`config.mk`:
```
export PLATFORM = sky130hd
export DESIGN_NAME = instr_fetch
export DESIGN_NICKNAME = d
export VERILOG_FILES = /design/src/rtl/cpu_pkg.sv /design/src/rtl/fetch_predecode.sv /design/src/rtl/instr_fetch.sv
export SDC_FILE = /design/constraint.sdc
export NUM_CORES = 1
export LEC_CHECK = 0
export ABC_AREA = 1
export CAP_MARGIN = 30
export CORE_ASPECT_RATIO = 0.75
export CORE_MARGIN = 1
export CORE_UTILIZATION = 43
export CTS_CLUSTER_SIZE = 10
export DETAILED_ROUTE_END_ITERATION = 8
export GPL_TIMING_DRIVEN = 0
export PLACE_DENSITY = 0.85
export SLEW_MARGIN = 0
export SYNTH_ARGS = -nofsm -noshare
export SYNTH_HDL_FRONTEND = slang
export SYNTH_HIERARCHICAL = 1
export SYNTH_SLANG_ARGS = --single-unit
```
`constraint.sdc`:
```
create_clock -name clk -period 2.4 [get_ports clk]
set_input_delay 0.36 -clock clk [delete_from_list [all_inputs] [get_ports clk]]
set_output_delay 0.36 -clock clk [all_outputs]
set_load 0.005 [all_outputs]
```
`src/rtl/cpu_pkg.sv`:
```
// Shared core definitions: opcodes, fetch defaults and the IF/ID bundle.
package cpu_pkg;

    localparam int N_DEF        = 32;
    localparam int ADDR_W_DEF   = 5;
    localparam int RESET_PC_DEF = 0;

    localparam logic [5:0] OP_RTYPE = 6'd0;
    localparam logic [5:0] OP_BEQ   = 6'd4;
    localparam logic [5:0] OP_LW    = 6'd35;
    localparam logic [5:0] OP_SW    = 6'd43;

    typedef struct packed {
        logic                  valid;
        logic [N_DEF-1:0]      instr;
        logic [ADDR_W_DEF-1:0] pc1;
        logic                  pred_taken;
    } ifid_t;

endpackage

```
`src/rtl/fetch_predecode.sv`:
```
// Static backward-beq predictor: flags backward beq as taken and forms its target.
// Purely combinational; target is PC+1+offset modulo 2^ADDR_W.
module fetch_predecode
    import cpu_pkg::*;
#(
    parameter int N      = N_DEF,
    parameter int ADDR_W = ADDR_W_DEF
) (
    input  logic [N-1:0]      instr,
    input  logic [ADDR_W-1:0] pc1,
    output logic              pred_taken,
    output logic [ADDR_W-1:0] target
);

    // Only opcode, offset sign and the low offset bits matter here.
    logic unused_instr;
    assign unused_instr = ^instr;

    assign pred_taken = (instr[31:26] == OP_BEQ) && instr[15];
    assign target     = pc1 + instr[ADDR_W-1:0];

endmodule

```
`src/rtl/instr_fetch.sv`:
```
// Fetch stage: PC register, combinational ROM address, IF/ID register (1-cycle latency).
// Redirect beats stall; stall freezes PC and IF/ID. FETCH_STATIC_PREDICT_EN enables beq predecode.
module instr_fetch
    import cpu_pkg::*;
#(
    parameter int N        = N_DEF,
    parameter int ADDR_W   = ADDR_W_DEF,
    parameter int RESET_PC = RESET_PC_DEF
) (
    input  logic              clk,
    input  logic              rst_n,
    input  logic              stall,
    input  logic              redirect_valid,
    input  logic [ADDR_W-1:0] redirect_pc,
    output logic [ADDR_W-1:0] imem_addr,
    input  logic [N-1:0]      imem_instr,
    output logic              ifid_valid,
    output logic [N-1:0]      ifid_instr,
    output logic [ADDR_W-1:0] ifid_pc1,
    output logic              ifid_pred_taken
);

    typedef struct packed {
        logic              valid;
        logic [N-1:0]      instr;
        logic [ADDR_W-1:0] pc1;
        logic              pred_taken;
    } ifid_reg_t;

    localparam logic [ADDR_W-1:0] RESET_PC_W = RESET_PC[ADDR_W-1:0];

    logic [ADDR_W-1:0] pc_q, pc_d;
    ifid_reg_t         ifid_q, ifid_d;
    logic [ADDR_W-1:0] pc_plus1;
    logic              pred_taken;
    logic [ADDR_W-1:0] pred_target;

    assign pc_plus1 = pc_q + 1'b1;

`ifdef FETCH_STATIC_PREDICT_EN
    fetch_predecode #(
        .N      (N),
        .ADDR_W (ADDR_W)
    ) u_predecode (
        .instr      (imem_instr),
        .pc1        (pc_plus1),
        .pred_taken (pred_taken),
        .target     (pred_target)
    );
`else
    assign pred_taken  = 1'b0;
    assign pred_target = pc_plus1;
`endif

    always_comb begin
        pc_d   = pc_q;
        ifid_d = ifid_q;
        if (redirect_valid) begin
            // Flush leaves a bubble; the target is fetched next cycle.
            pc_d   = redirect_pc;
            ifid_d = '0;
        end else if (!stall) begin
            ifid_d.valid      = 1'b1;
            ifid_d.instr      = imem_instr;
            ifid_d.pc1        = pc_plus1;
            ifid_d.pred_taken = pred_taken;
            pc_d              = pred_taken ? pred_target : pc_plus1;
        end
    end

    always_ff @(posedge clk or negedge rst_n) begin
        if (!rst_n) begin
            pc_q   <= RESET_PC_W;
            ifid_q <= '0;
        end else begin
            pc_q   <= pc_d;
            ifid_q <= ifid_d;
        end
    end

    assign imem_addr       = pc_q;
    assign ifid_valid      = ifid_q.valid;
    assign ifid_instr      = ifid_q.instr;
    assign ifid_pc1        = ifid_q.pc1;
    assign ifid_pred_taken = ifid_q.pred_taken;

endmodule
```
* After elaboration in Yosys (flattened, before gate mapping)
Cells that the tools add are included.
** Word-level totals
- Register bits :: 44
- Bits in latches :: 0
- RAM bits :: 0
- Bits in read-only memories :: 0
- Word-level logic and storage cells :: 11
- Memories kept :: 0
** Operators by class
- Add/sub/neg operators :: 1
- $mul :: 0
- Divide/modulo/power cells :: 0
- $lt $le $gt $ge :: 0
- Equal/unequal tests :: 1
- Shift operators :: 0
- Muxes and demuxes :: 4
- Bitwise operators :: 0
- Reduce and logical (&&, ||, !) cells :: 0
** Operator list (count)
- 2-to-1 mux 39 bit :: 2
- 2-to-1 mux 5 bit :: 2
- adder 5 x 1 -> 5 bit, second input constant :: 1
- inequality test 2 x 1 -> 1 bit, second input constant :: 1

* Longest topological paths before layout
Gate-level depths: netlist of run 1.
- Depth after elaboration :: 3
- Mapped depth :: 6
- Mapped depth without buffers :: 5

* Worst setup path after synthesis of run 1
Ideal clock, no wire load.
- Path type :: register -> register
- Start :: register pc_q[0], in the netlist imem_addr[0]
- End :: register pc_q[2], in the netlist imem_addr[2]
- Arrival :: 0.917 ns
- Setup slack :: 1.360 ns
- Cell stages (with the launch flop) :: 6
- Path buffers :: 0
- Period minus slack after synthesis :: 1.040 ns
- Cells stage by stage :: dfrtp_1 ha_1 nor2_1 nor2_1 nand2_1 nand3_2
** Between the ends
- Cells in the longest elaborated chain, start to end :: 3
** Ends and longest elaborated chain
- start, declared :: line instr_fetch.sv:32 : logic [ADDR_W-1:0] pc_q, pc_d;
- start signal, assigned :: line instr_fetch.sv:76 : pc_q <= pc_d;
- adder 5 x 1 -> 5 bit :: line instr_fetch.sv:38 : assign pc_plus1 = pc_q + 1'b1;
- 2-to-1 mux 5 bit :: line instr_fetch.sv:62 : end else if (!stall) begin
- 2-to-1 mux 5 bit :: line instr_fetch.sv:58 : if (redirect_valid) begin
No other way between the ends. The select of a mux whose other input is x is not followed.
A chain may end at the register's enable or synchronous reset.

* Worst setup path in the final report of run 1
- Start :: register pc_q[2], in the netlist imem_addr[2]
- End :: output port imem_addr[2]
** RTL lines
- end, declared :: line instr_fetch.sv:15 : output logic [ADDR_W-1:0] imem_addr,
No word-level cell between the ends.

==> flow_summary.ini, run 1 <==
[final_layout]
mostFrequentLayoutCell = clkdlybuf4s50_1
layout_common_cells = clkdlybuf4s50_1, dfrtp_1, a22o_1, nand2_1, inv_1
antennaDiodeCount = 0
design_area_sq_mm = 0.00271
final_core_util_pct = 72.6
syn_to_final_growth_pct = 58.0
drive_gt1_share_pct = 11.3
fin_nets = 271
stdcell_count = 282

[floorplanning]
fp.dieH_um = 56.7
die_x_um = 74.9
io-pin-count = 85
dieArea_sq_mm = 0.00425
core_sq_mm = 0.00373
start_util_pct = 45.9
rows = 19

[drt]
drtIter0Drc = 67
detail_route.wl_per_cell_um = 14.5
drc = 0
viasPerCell = 4.82
wl_um = 4090
detail-route-antenna-nets = 0
vias = 1359
first_pass_iters = 4

[setup_path]
path_cells = clkdlybuf4s50_1
worst-path-max-fanout = 8
rrSetupSlack_ns = 1.23
crit_arrival_ns = 1.36
critPathBufInv = 1
critical_path_required_ns = 2.04
crit_path_top_delay_cell = clkdlybuf4s50_1
crit_family = buffers and inverters
criticalPathCategory = flop to output pin
crit_path_start_kind = flop
crit_cells = 1
critPathCaptureType = output pin
cpPeakStageDelay_ns = 0.56
rr_worst_depth = 5

[synth]
syn_area_sq_mm = 0.00171
yosys_warnings = 6
synth_seq_cells = 43
ys_seq_area_share_pct = 62.8
synthCells = 138
syn_nets = 180
synth_cell_type_count = 18
syn_avg_cell_area_sq_um = 12.4

[clocking]
cts_buffers = 5
root_buffer = clkbuf_8
clock_path_buffers = 2
numClockSinks = 43
clk_latency_ns = 0.28
cts_tree = yes
cts.htree.levels = 2
cts.reportedPaths.clkPinSlew_ns = 0.08

[placed_design]
dp_cells = 273
routabilityCongestion = 0.746
hpwl_um = 2980
port_buffers = 82
preCtsSetupSlack_ns = 0.767
place_area_sq_mm = 0.00262

[run]
cap_violations = 0

[hold_path]
holdCritPathClass = primary input to flop
hold_path_depth = 2

[global_route]
grt_max_degree = 43
grt_overflow = 0
antenna_found_initial = 0
grt_pass1_vias = 1349
grt_pass1_wl_um = 6420
grtUsageTotal_pct = 20.5

[timing]
rsz0062_at_grt = false
holdWs_ns = 0.329
period_needed_ns = 1.72
setup_tns_ns = 0
setup_viol = 0
fin_skew_ns = 0.00269
setup_slack_ns = 0.685
fmax_mhz = 583
hold_violations = 0
period_share_pct = 71.5
slew_viol_final = 0

[power_and_ir_drop]
p_total_mw = 1.53
irDropWorstVdd_v = 0.000343
power.leakage_nw = 1.27
powerDensity_mw_per_mm2 = 563

[status]
outcome = finished clean
[registers in the layout, summed over array words and instances (netlist names)]
| register | count |
|---|---|
| ifid_instr | 32 |
| ifid_valid | 1 |
| imem_addr | 5 |
| ifid_pc1 | 5 |
[layer usage]
metal	global-route usage, %	up-vias	share of wire (%)
met1	28.1	638	46
met5	0	-	0
li1	-	660	-
met4	7.28	0	1.2
met2	31.4	57	45
met3	5.39	4	7.2
[where the power goes]
part	internal [mW]	switching [mW]
clock network	0.199	0.221
logic	0.190	0.106
registers	0.772	0.0376
total	1.16	0.364
[final cells by class]
type | count | area [sq um]
fillers | 289 | 1020
clock inverters | 3 | 15.0
multi-input cells | 79 | 531
flip-flops and latches | 43 | 1080
well taps | 52 | 65.1
repair buffers | 84 | 846
plain buffers | 9 | 81.3
clock buffers | 5 | 68.8
inverters | 7 | 26.3
[synthesized netlist by cell type]
master	count	area, sq um
a22o_1	32	280
buf_2	2	10.0
buf_4	2	15.0
buf_6	5	56.3
conb_1	1	3.75
dfrtp_1	43	1080
ha_1	1	12.5
inv_1	6	22.5
inv_2	1	3.75
nand2_1	26	97.6
nand2_2	2	12.5
nand3_1	4	20.0
nand3_2	2	20.0
nand4_1	2	12.5
nor2_1	4	15.0
nor2_8	2	40.0
o21ai_0	2	10.0
or2_1	1	6.26
[final timing paths]
| check | start | to |
|---|---|---|
| max in group asynchronous | rst_n | ifid_pc1[3] |
| worst max register to register | imem_addr[0] | imem_addr[4] |
| worst min-delay path | redirect_valid | ifid_valid |
| worst min register to register | ifid_pc1[4] | ifid_pc1[4] |
| worst max-delay path | imem_addr[2] | imem_addr[2] |
| min in group asynchronous | rst_n | ifid_pc1[0] |
[cell families after synthesis]
logic type | count (synthesis) | share of synthesized area [%]
fa+ha+maj | 1 | 0.730
flops | 43 | 62.8
simple gates | 43 | 13.1
other cells | 1 | 0.219
buf+inv | 16 | 6.28
compound gates | 34 | 16.9
[repair_timing]
| action | in CTS | in global routing |
|---|---|---|
| resized for setup | 0 | 0 |
| buffers inserted | 0 | 0 |
| endpoints found under the hold margin | 1 | 0 |
| hold buffers | 1 | 0 |
(Power assumes the default switching activity.)
==> inputs of run 2 (changes only) <==
--- a/config.mk
+++ b/config.mk
@@ -9,11 +9,11 @@
 export CAP_MARGIN = 30
 export CORE_ASPECT_RATIO = 0.75
 export CORE_MARGIN = 1
-export CORE_UTILIZATION = 43
+export CORE_UTILIZATION = 36
 export CTS_CLUSTER_SIZE = 10
 export DETAILED_ROUTE_END_ITERATION = 8
 export GPL_TIMING_DRIVEN = 0
-export PLACE_DENSITY = 0.85
+export PLACE_DENSITY = 0.76
 export SLEW_MARGIN = 0
 export SYNTH_ARGS = -nofsm -noshare
 export SYNTH_HDL_FRONTEND = slang
==> constraint.sdc (replaced) <==
create_clock -name clk -period 1.5 [get_ports clk]
set_input_delay 0.225 -clock clk [delete_from_list [all_inputs] [get_ports clk]]
set_output_delay 0.225 -clock clk [all_outputs]
set_load 0.005 [all_outputs]
==> flow_summary.ini, run 2 (same netlist as run 1, synthesis figures left out) <==
[drt]
detail_route.wl_per_cell_um = 13.7
viasPerCell = 4.78
drtIter0Drc = 28
vias = 1391
first_pass_iters = 4
wl_um = 3980
drc = 0
detail-route-antenna-nets = 0

[timing]
setup_viol = 0
period_share_pct = 96.5
fin_skew_ns = 0.00298
rsz0062_at_grt = false
fmax_mhz = 691
worstMarginPinSlew_ns = 0.541
slew_viol_final = 0
setup_tns_ns = 0
hold_violations = 0
period_needed_ns = 1.45
slew_headroom_pct = 63.9
holdWs_ns = 0.187

[final_layout]
largest_reg_flops = 32
antennaDiodeCount = 0
layout_common_cells = clkdlybuf4s50_1, dfrtp_1, a22o_1, nand2_1
fin_nets = 275
mostFrequentLayoutCell = clkdlybuf4s50_1
drive_gt1_share_pct = 13.2
syn_to_final_growth_pct = 63.7
design_area_sq_mm = 0.00281

[setup_path]
r2r_start = imem_addr[1]
rr_worst_depth = 6
critical_path_required_ns = 1.27
rrSetupSlack_ns = 0.28
crit_cells = 1
crit-reg2reg-capture = imem_addr[4]
criticalPathCategory = flop to output pin
critPathBufInv = 1
crit_arrival_ns = 1.22
path_cells = clkdlybuf4s50_1
worst-path-max-fanout = 6
cpPeakStageDelay_ns = 0.52
crit_path_start_kind = flop
critPathCaptureType = output pin
crit_path_top_delay_cell = clkdlybuf4s50_1
crit_family = buffers and inverters

[global_route]
antenna_found_initial = 0
grtUsageTotal_pct = 15.9
grt_pass1_wl_um = 5900
grt_max_degree = 24
grt_overflow = 0
grt_pass1_vias = 1262

[clocking]
root_buffer = clkbuf_8
clk_latency_ns = 0.29
numClockSinks = 43
cts_buffers = 5
cts.htree.levels = 2
cts.reportedPaths.clkPinSlew_ns = 0.08
clock_path_buffers = 2
cts_tree = yes

[floorplanning]
fp.dieH_um = 61.8
start_util_pct = 37.9
dieArea_sq_mm = 0.00504
core_sq_mm = 0.00452
io-pin-count = 85
die_x_um = 81.7
rows = 21

[status]
outcome = finished clean

[hold_path]
hold_path_depth = 2
holdCritStartpoint = redirect_valid
holdCritPathClass = primary input to flop
min_delay_worst_endpoint = ifid_valid

[placed_design]
hpwl_um = 2870
routabilityCongestion = 0.852
port_buffers = 82
place_area_sq_mm = 0.00263

[run]
cap_violations = 0

[power_and_ir_drop]
p_total_mw = 2.83
irDropWorstVdd_v = 0.000575
power.leakage_nw = 1.32
powerDensity_mw_per_mm2 = 1010
run 2: changes by cell type in the layout (fill, tap and decap cells not counted), sizes merged:
| cell | change |
|---|---|
| clkdlybuf4s50 | -1 |
| dlymetal6s2s | +1 |
| bufinv | +2 |
| clkinv | -3 |
| buf | +4 |
| clkbuf | +1 |
run 2: what timing repair did:
action,in CTS,in global routing
hold endpoints to repair,22,0
gates resized for setup,2,1
setup endpoints to repair,2,3
setup buffers,0,4
hold buffers,1,0
run 2: worst reg2reg max path, cell delays in order, from the launching register on:
cell and delay, ns:
dfrtp_1 0.40, buf_4 0.15, ha_1 0.22, nand3_1 0.09
nand2_1 0.05, nand3_1 0.12, nand2_1 0.07
run 2: per-stage QoR:
step	instances	worst slack (ns)	utilization [%]
2_1_floorplan	138	0.460	-
3_3_place_gp	277	-0.916	57.7
3_5_place_dp	278	0.00140	58.2
4_1_cts	287	0.0151	61.4
5_1_grt	291	0.00583	62.1
6_report	291	0.0522	62.1
run 2: area by class of cell:
type | count | area, sq um
sequential | 43 | 1080
inverter | 7 | 26.3
multi-input combinational | 79 | 531
buffer | 9 | 81.3
timing repair buffer | 88 | 886
fill | 367 | 1710
tap | 57 | 71.3
clock inverter | 2 | 60.1
clock buffer | 6 | 72.6
run 2: layer usage:
metal | part of all wire [%] | wire (um) | global-route usage, %
met2 | 43 | 1710 | 23.2
met3 | 7.8 | 309 | 5.11
met4 | 0.91 | 36 | 5.01
met5 | 0 | 0 | 0
met1 | 48 | 1920 | 22.7
run 2: worst max path at each step:
stage	startpoint	slack [ns]	end
6_report	imem_addr[0]	0.05	imem_addr[0]
5_1_grt	imem_addr[0]	0.006	imem_addr[0]
4_1_cts	imem_addr[2]	0.02	imem_addr[2]
3_5_place_dp	stall	0.001	ifid_instr[26]
3_3_place_gp	rst_n	-0.92	ifid_instr[0]
2_1_floorplan	imem_addr[0]	0.46	imem_addr[2]
run 2: power breakdown:
part / switching [mW] / internal [mW] / total [mW]
clock network: 0.376 / 0.665 / 1.04
logic: 0.177 / 0.321 / 0.498
registers: 0.0522 / 1.24 / 1.29
